**config.mk**
```make
export PLATFORM = sky130hd
export DESIGN_NAME = mig_ui_arbiter
export DESIGN_NICKNAME = d
export VERILOG_FILES = /design/src/rtl/mig_ui_arbiter_pkg.sv /design/src/rtl/mig_ui_arbiter_tag.sv /design/src/rtl/mig_ui_arbiter.sv
export SDC_FILE = /design/constraint.sdc
export NUM_CORES = 1
export LEC_CHECK = 0
export BUFFER_PORTS_ARGS = -buffer_cell sky130_fd_sc_hd__clkbuf_2
export CORE_AREA = 2 2 360 362
export DETAILED_ROUTE_END_ITERATION = 8
export DIE_AREA = 0 0 362 364
export MAX_ROUTING_LAYER = met4
export PLACE_DENSITY_LB_ADDON = 0.08
export SLEW_MARGIN = 20
export SYNTH_ARGS = -nofsm -noshare
export SYNTH_HDL_FRONTEND = slang
export SYNTH_SLANG_ARGS = --single-unit
```
**constraint.sdc**
```tcl
create_clock -name clk -period 2.7 [get_ports clk]
set_clock_uncertainty 0.1 [all_clocks]
set_input_delay 0.54 -clock clk [delete_from_list [all_inputs] [get_ports clk]]
set_output_delay 0.54 -clock clk [all_outputs]
set_load 0.02 [all_outputs]
```
**src/rtl/mig_ui_arbiter_pkg.sv**
```systemverilog
// Shared constants and types for the two-port MIG UI arbiter.
package mig_ui_arbiter_pkg;

    localparam logic [2:0] CMD_WRITE = 3'b000;
    localparam logic [2:0] CMD_READ  = 3'b001;

    localparam int ADDR_W_DEF = 28;
    localparam int DATA_W_DEF = 128;
    localparam int MASK_W_DEF = 16;

    typedef enum logic {
        ST_IDLE  = 1'b0,
        ST_ISSUE = 1'b1
    } state_t;

endpackage

```
**src/rtl/mig_ui_arbiter_tag.sv**
```systemverilog
// Outstanding-read tag FIFO: remembers which port issued each read so that
// in-order read data can be routed back. Pointers carry one extra wrap bit.
module mig_tag_fifo
    import mig_ui_arbiter_pkg::*;
#(
    parameter int DEPTH = 4
) (
    input  logic clk,
    input  logic reset,
    input  logic push_i,
    input  logic push_data_i,
    input  logic pop_i,
    output logic pop_data_o,
    output logic full_o,
    output logic empty_o
);

    localparam int AW = $clog2(DEPTH);

    logic [AW:0]      wr_ptr_q, wr_ptr_d;
    logic [AW:0]      rd_ptr_q, rd_ptr_d;
    logic [DEPTH-1:0] mem_q;
    logic             do_push;
    logic             do_pop;

    assign empty_o = (wr_ptr_q == rd_ptr_q);
    assign full_o  = (wr_ptr_q[AW] != rd_ptr_q[AW]) &&
                     (wr_ptr_q[AW-1:0] == rd_ptr_q[AW-1:0]);

    // A pop against an empty FIFO that is being pushed this cycle takes the
    // new tag straight through and leaves the FIFO empty.
    assign do_push    = push_i && (!full_o || pop_i) && !(empty_o && pop_i);
    assign do_pop     = pop_i && !empty_o;
    assign pop_data_o = empty_o ? push_data_i : mem_q[rd_ptr_q[AW-1:0]];

    // Pointer next-state.
    always_comb begin
        wr_ptr_d = wr_ptr_q;
        rd_ptr_d = rd_ptr_q;
        if (do_push) wr_ptr_d = wr_ptr_q + (AW+1)'(1);
        if (do_pop)  rd_ptr_d = rd_ptr_q + (AW+1)'(1);
    end

    // Pointer registers, flushed by reset.
    always_ff @(posedge clk) begin
        if (reset) begin
            wr_ptr_q <= '0;
            rd_ptr_q <= '0;
        end else begin
            wr_ptr_q <= wr_ptr_d;
            rd_ptr_q <= rd_ptr_d;
        end
    end

    // Tag storage; contents are meaningless outside the pointer window.
    always_ff @(posedge clk) begin
        if (do_push) mem_q[wr_ptr_q[AW-1:0]] <= push_data_i;
    end

endmodule

```
**src/rtl/mig_ui_arbiter.sv**
```systemverilog
// Round-robin arbiter sharing one MIG UI port between two masters.
// Read data is routed back to its issuer through an in-order tag FIFO.
//
// state    | meaning
// ---------+------------------------------------------------------------
// ST_IDLE  | no transaction; pick a requester when calibrated
// ST_ISSUE | drive command/write data of the latched grant until both done
module mig_ui_arbiter
    import mig_ui_arbiter_pkg::*;
#(
    parameter int ADDR_WIDTH = ADDR_W_DEF,
    parameter int DATA_WIDTH = DATA_W_DEF,
    parameter int MASK_WIDTH = MASK_W_DEF,
    parameter int TAG_DEPTH  = 4
) (
    input  logic                  clk,
    input  logic                  reset,

    input  logic                  p0_req_valid,
    output logic                  p0_req_ready,
    input  logic                  p0_req_write,
    input  logic [ADDR_WIDTH-1:0] p0_req_addr,
    input  logic [DATA_WIDTH-1:0] p0_req_wdata,
    input  logic [MASK_WIDTH-1:0] p0_req_mask,
    output logic                  p0_rsp_valid,
    output logic [DATA_WIDTH-1:0] p0_rsp_data,

    input  logic                  p1_req_valid,
    output logic                  p1_req_ready,
    input  logic                  p1_req_write,
    input  logic [ADDR_WIDTH-1:0] p1_req_addr,
    input  logic [DATA_WIDTH-1:0] p1_req_wdata,
    input  logic [MASK_WIDTH-1:0] p1_req_mask,
    output logic                  p1_rsp_valid,
    output logic [DATA_WIDTH-1:0] p1_rsp_data,

    input  logic                  calib_done,

    output logic                  app_en,
    output logic [2:0]            app_cmd,
    output logic [ADDR_WIDTH-1:0] app_addr,
    input  logic                  app_rdy,
    output logic                  app_wdf_wren,
    output logic                  app_wdf_end,
    output logic [DATA_WIDTH-1:0] app_wdf_data,
    output logic [MASK_WIDTH-1:0] app_wdf_mask,
    input  logic                  app_wdf_rdy,
    input  logic [DATA_WIDTH-1:0] app_rd_data,
    input  logic                  app_rd_data_valid,

    output logic                  err_underflow
);

    state_t                state_q, state_d;
    logic                  grant_q, grant_d;
    logic                  last_grant_q, last_grant_d;
    logic                  cmd_done_q, cmd_done_d;
    logic                  data_done_q, data_done_d;
    logic [1:0]            rsp_valid_q;
    logic [DATA_WIDTH-1:0] rsp_data_q;
    logic                  err_q;

    logic                  elig0, elig1, pick;
    logic                  g_write;
    logic [ADDR_WIDTH-1:0] g_addr;
    logic [DATA_WIDTH-1:0] g_wdata;
    logic [MASK_WIDTH-1:0] g_mask;
    logic                  cmd_hs;
    logic                  tag_push, tag_out, tag_full, tag_empty;
    logic                  underflow;

    // Reads wait while every tag slot is in use; writes never need a tag.
    assign elig0 = p0_req_valid && (p0_req_write || !tag_full);
    assign elig1 = p1_req_valid && (p1_req_write || !tag_full);
    assign pick  = (elig0 && elig1) ? !last_grant_q : elig1;

    // Request fields are held stable by the master, so muxing them by the
    // latched grant keeps app_* independent of the valid inputs.
    assign g_write = grant_q ? p1_req_write : p0_req_write;
    assign g_addr  = grant_q ? p1_req_addr  : p0_req_addr;
    assign g_wdata = grant_q ? p1_req_wdata : p0_req_wdata;
    assign g_mask  = grant_q ? p1_req_mask  : p0_req_mask;

    // Grant selection, handshake tracking and app_* drive.
    always_comb begin
        state_d      = state_q;
        grant_d      = grant_q;
        last_grant_d = last_grant_q;
        cmd_done_d   = cmd_done_q;
        data_done_d  = data_done_q;
        app_en       = 1'b0;
        app_cmd      = CMD_WRITE;
        app_addr     = '0;
        app_wdf_wren = 1'b0;
        app_wdf_data = '0;
        app_wdf_mask = '0;
        cmd_hs       = 1'b0;
        p0_req_ready = 1'b0;
        p1_req_ready = 1'b0;
        case (state_q)
            ST_IDLE: begin
                if (calib_done && (elig0 || elig1)) begin
                    grant_d      = pick;
                    last_grant_d = pick;
                    cmd_done_d   = 1'b0;
                    data_done_d  = 1'b0;
                    state_d      = ST_ISSUE;
                end
            end
            ST_ISSUE: begin
                app_en   = !cmd_done_q;
                app_cmd  = g_write ? CMD_WRITE : CMD_READ;
                app_addr = g_addr;
                if (g_write) begin
                    app_wdf_wren = !data_done_q;
                    app_wdf_data = g_wdata;
                    app_wdf_mask = g_mask;
                end
                cmd_hs      = app_en && app_rdy;
                cmd_done_d  = cmd_done_q || cmd_hs;
                data_done_d = data_done_q || !g_write || (app_wdf_wren && app_wdf_rdy);
                if (cmd_done_d && data_done_d) begin
                    p0_req_ready = !grant_q;
                    p1_req_ready = grant_q;
                    state_d      = ST_IDLE;
                end
            end
        endcase
    end

    assign app_wdf_end = app_wdf_wren;

    // FSM and grant registers.
    always_ff @(posedge clk) begin
        if (reset) begin
            state_q      <= ST_IDLE;
            grant_q      <= 1'b0;
            last_grant_q <= 1'b1;
            cmd_done_q   <= 1'b0;
            data_done_q  <= 1'b0;
        end else begin
            state_q      <= state_d;
            grant_q      <= grant_d;
            last_grant_q <= last_grant_d;
            cmd_done_q   <= cmd_done_d;
            data_done_q  <= data_done_d;
        end
    end

    assign tag_push  = cmd_hs && !g_write;
    assign underflow = app_rd_data_valid && tag_empty && !tag_push;

    mig_tag_fifo #(
        .DEPTH (TAG_DEPTH)
    ) u_tag_fifo (
        .clk         (clk),
        .reset       (reset),
        .push_i      (tag_push),
        .push_data_i (grant_q),
        .pop_i       (app_rd_data_valid),
        .pop_data_o  (tag_out),
        .full_o      (tag_full),
        .empty_o     (tag_empty)
    );

    // Register returning read data and steer the valid to the tagged port.
    always_ff @(posedge clk) begin
        if (reset) begin
            rsp_valid_q <= 2'b00;
            rsp_data_q  <= '0;
            err_q       <= 1'b0;
        end else begin
            rsp_valid_q <= 2'b00;
            if (app_rd_data_valid && !underflow) begin
                rsp_data_q  <= app_rd_data;
                rsp_valid_q <= tag_out ? 2'b10 : 2'b01;
            end
            if (underflow) err_q <= 1'b1;
        end
    end

    assign p0_rsp_valid  = rsp_valid_q[0];
    assign p1_rsp_valid  = rsp_valid_q[1];
    assign p0_rsp_data   = rsp_data_q;
    assign p1_rsp_data   = rsp_data_q;
    assign err_underflow = err_q;

endmodule

```
==> flow_summary_export.csv <==
group,metric,value,unit
min_path,hold_class,"in -> reg",
floorplan,die_y,364,microns
timing,timing.final.crit_share,101.1,%
floorplan,die_w,362,microns
timing,clock.fmax,366.5,MHz
clock_network,insertion_delay,0.50,ns
power_and_ir_drop,irDropWorstVdd,515.8,uV
global_routing,grt_pass1_wl,94.22,mm
clock_network,cts_made_buffers,17,
yosys,synth_edf_count,4,
floorplan,die_area,131800,sq um
worst_setup_path,worstPathRequired,2.06,ns
routing,vias,11110,
yosys,syn-cell-area,9517,sq um
place,dp_hpwl,63.29,mm
routing,drt_iter0_markers,472,
global_routing,overflow,0,
timing,slew_violations,0,
yosys,yosys_warnings,0,
routing,drt_pass1_iterations,4,
timing,hold_violations,0,
timing,worst_slack,-0.02844,ns
flow_run,cap_viol_max_count,0,
yosys,ys_seq_elements,146,
timing,rsz0062_at_grt,"yes",
run_status,violations,"negative setup slack",
worst_setup_path,cp_cell_sequence,"mux2i_4 -> buf_12 -> nand2b_4 -> buf_12 -> clkbuf_16 -> nor2_1 -> clkbuf_2",
floorplan,ioPinCount,921,
worst_setup_path,slowest_stage,"dfxtp_4",
worst_setup_path,cp_max_fo,8,
power_and_ir_drop,leakagePower,7.659,nW
global_routing,grt_usage,10.98,%
yosys,synth_top_area_share,31.66,%
yosys,seq_area_frac_synth,31.13,%
run_status,status,"finished, violations left",
worst_setup_path,worstSetupPathType,"reg -> out",
worst_setup_path,crit_top_cell,"buf_12",
place,io_buffer_count,918,
yosys,postSynthAreaPerCell,8.183,sq um
routing,drc_errors,0,
yosys,synthTopCellsByArea,"mux2i_1 (32%), dfxtp_1 (30%), buf_4 (10%), nand2_1 (10%), nor2_1 (7.2%)",
yosys,synth_largest_area_cell,"mux2i_1",
yosys,postSynthCellCount,1163,
clock_network,clkSinkCount,146,
clock_network,clock_path_buffers,2,
global_routing,grt_pass1_vias,11080,
timing,period_needed,2.728,ns
cells_and_area,drive_gt1_share,53.54,%
worst_setup_path,critical_path.endpoint_type,"primary output",
floorplan,rows,132,
timing,tns,-0.3446,ns
yosys,synthArstFlopShare,0,%
floorplan,coreArea,128300,sq um
global_routing,antenna_found_initial,60,
worst_setup_path,start_kind,"flip-flop",
routing,ant_nets,0,
clock_network,htree_levels,4,
routing,routed_wl,74.13,mm
yosys,ys.flop_type,"dfxtp_1",
power_and_ir_drop,powerDensity,417.0,nW/um^2
timing,finalSetupViolCount,24,
cells_and_area,syn_to_final_growth,75.59,%
worst_setup_path,cp_slowest_stage_delay,0.40,ns
timing,slew_headroom,57.55,%
place,gp_congestion,0.8455,
clock_network,tritoncts,"done",
global_routing,grt_max_degree,73,
cells_and_area,fin_util,13.02,%
worst_setup_path,worstPathArrival,2.09,ns
clock_network,clk_pin_slew,0.08,ns
cells_and_area,fin_nets,2437,
routing,avgViaCountPerCell,3.033,
routing,drt-wirelength-per-cell,20.24,microns
clock_network,root_buffer,"clkbuf_16",
timing,tightestPinTransition,0.6286,ns
yosys,synth.distinct_cells,43,
floorplan,initial_core_util,7.416,%
-- Yosys cell counts (all sizes together) (2+ instances only) --
cell type  number
xnor2           2
clkbuf         51
mux2i         302
nor2          183
o21ai           4
o41ai           2
ha              5
edfxtp          4
or3             2
o311ai          3
and2            4
a21oi           6
nand2         259
inv             6
dfxtp         142
buf           163
nor3            2
xor2            5
-- worst max-delay path, delay by kind of cell, from the launching register on --
kind	cells	cell delay, ns
buffers and inverters	4	0.68
flip-flops	1	0.40
multiplexers	1	0.26
AND/OR/NAND/NOR	2	0.22
-- cell type report --
class	instances	area (sq um)
fillers	14910	111600
flip-flops and latches	146	2967
diodes	25	62.56
well taps	1675	2096
multi-input cells	798	5385
inverters	6	30.03
repair buffers	981	5550
clock inverters	13	176.4
clock buffers	19	442.9
-- power by group --
| part | leakage, nW | switching (mW) | internal [mW] |
|---|---|---|---|
| sequential | 1.19 | 0.0863 | 2.24 |
| clock | 0.298 | 1.15 | 1.49 |
| combinational | 6.17 | 1.16 | 0.836 |
| total | 7.66 | 2.40 | 4.57 |
-- through the flow --
stage          instances  worst slack, ns  hold WS [ns]  power [mW]  cell area [sq um]
3_5_place_dp        3590          0.05250        0.3684       4.262              15330
2_1_floorplan       1164           0.1460        0.3548       3.379               9520
3_3_place_gp        3590          0.01399        0.3598       4.278              15330
5_1_grt             3662          -0.1335        0.1104       7.391              16710
6_report            3663         -0.02844        0.1599       6.968              16710
4_1_cts             3635          -0.1446       0.06889       7.175              16300
-- sequential cells by signal, indices dropped and copies added, names as in the netlist --
register             count
err_underflow            1
state_q                  1
cmd_done_q               1
u_tag_fifo.rd_ptr_q      3
p0_rsp_data            128
last_grant_q             1
u_tag_fifo.mem_q         4
grant_q                  1
u_tag_fifo.wr_ptr_q      3
data_done_q              1
rsp_valid_q              2
-- worst paths after layout --
path / endpoint / start / slack, ns / cells after the start
min reg2reg: p0_rsp_data[23]$_SDFFE_PP0P_ / p0_rsp_data[23]$_SDFFE_PP0P_ / 0.38 / 2
max: app_wdf_data[5] / grant_q$_SDFFE_PP0P_ / -0.03 / 7
min: p0_rsp_data[43]$_SDFFE_PP0P_ / app_rd_data[43] / 0.16 / 3
max reg2reg: p0_rsp_data[11]$_SDFFE_PP0P_ / grant_q$_SDFFE_PP0P_ / 0.30 / 8
-- cell families (layout without fill, tap and decap cells) --
group           Yosys count  in the layout  share of synthesized area, %
buf+inv                 220           1019                         14.90
mux                     304            304                         32.16
flops                   146            146                         31.13
other cells               1             27                       0.03940
fa+ha+maj                 5              5                        0.6574
compound gates           23             23                         1.775
simple gates            456            456                         18.38
xor+xnor                  8              8                        0.9598
-- layer usage --
metal	vias to the layer above	GRT usage, %	part of all wire, %
li1	5304	-	-
met1	5093	9.763	34
met2	604	21.52	57
met3	110	3.942	7.5
met4	0	3.137	2.4
met5	-	-	0
-- cell usage in the layout (no fill, tap or decap), drive strengths merged, types with 5 or more instances in the layout --
cell and count:
clkbuf 895, nor2 183, inv 10, dfxtp 142, ha 5, xor2 5, a21oi 6, diode 25
mux2i 302, nand2 259, buf 103
-- timing repair --
| item | 4_1_cts | 5_1_grt |
|---|---|---|
| gates resized for setup | 20 | 120 |
| setup buffers | 7 | 0 |
| cloned | 6 | 3 |
| hold buffers | 0 | 0 |
| endpoints found under the setup margin | 165 | 150 |
| pin swaps | 0 | 8 |
Power figures use the tool's default switching activity.
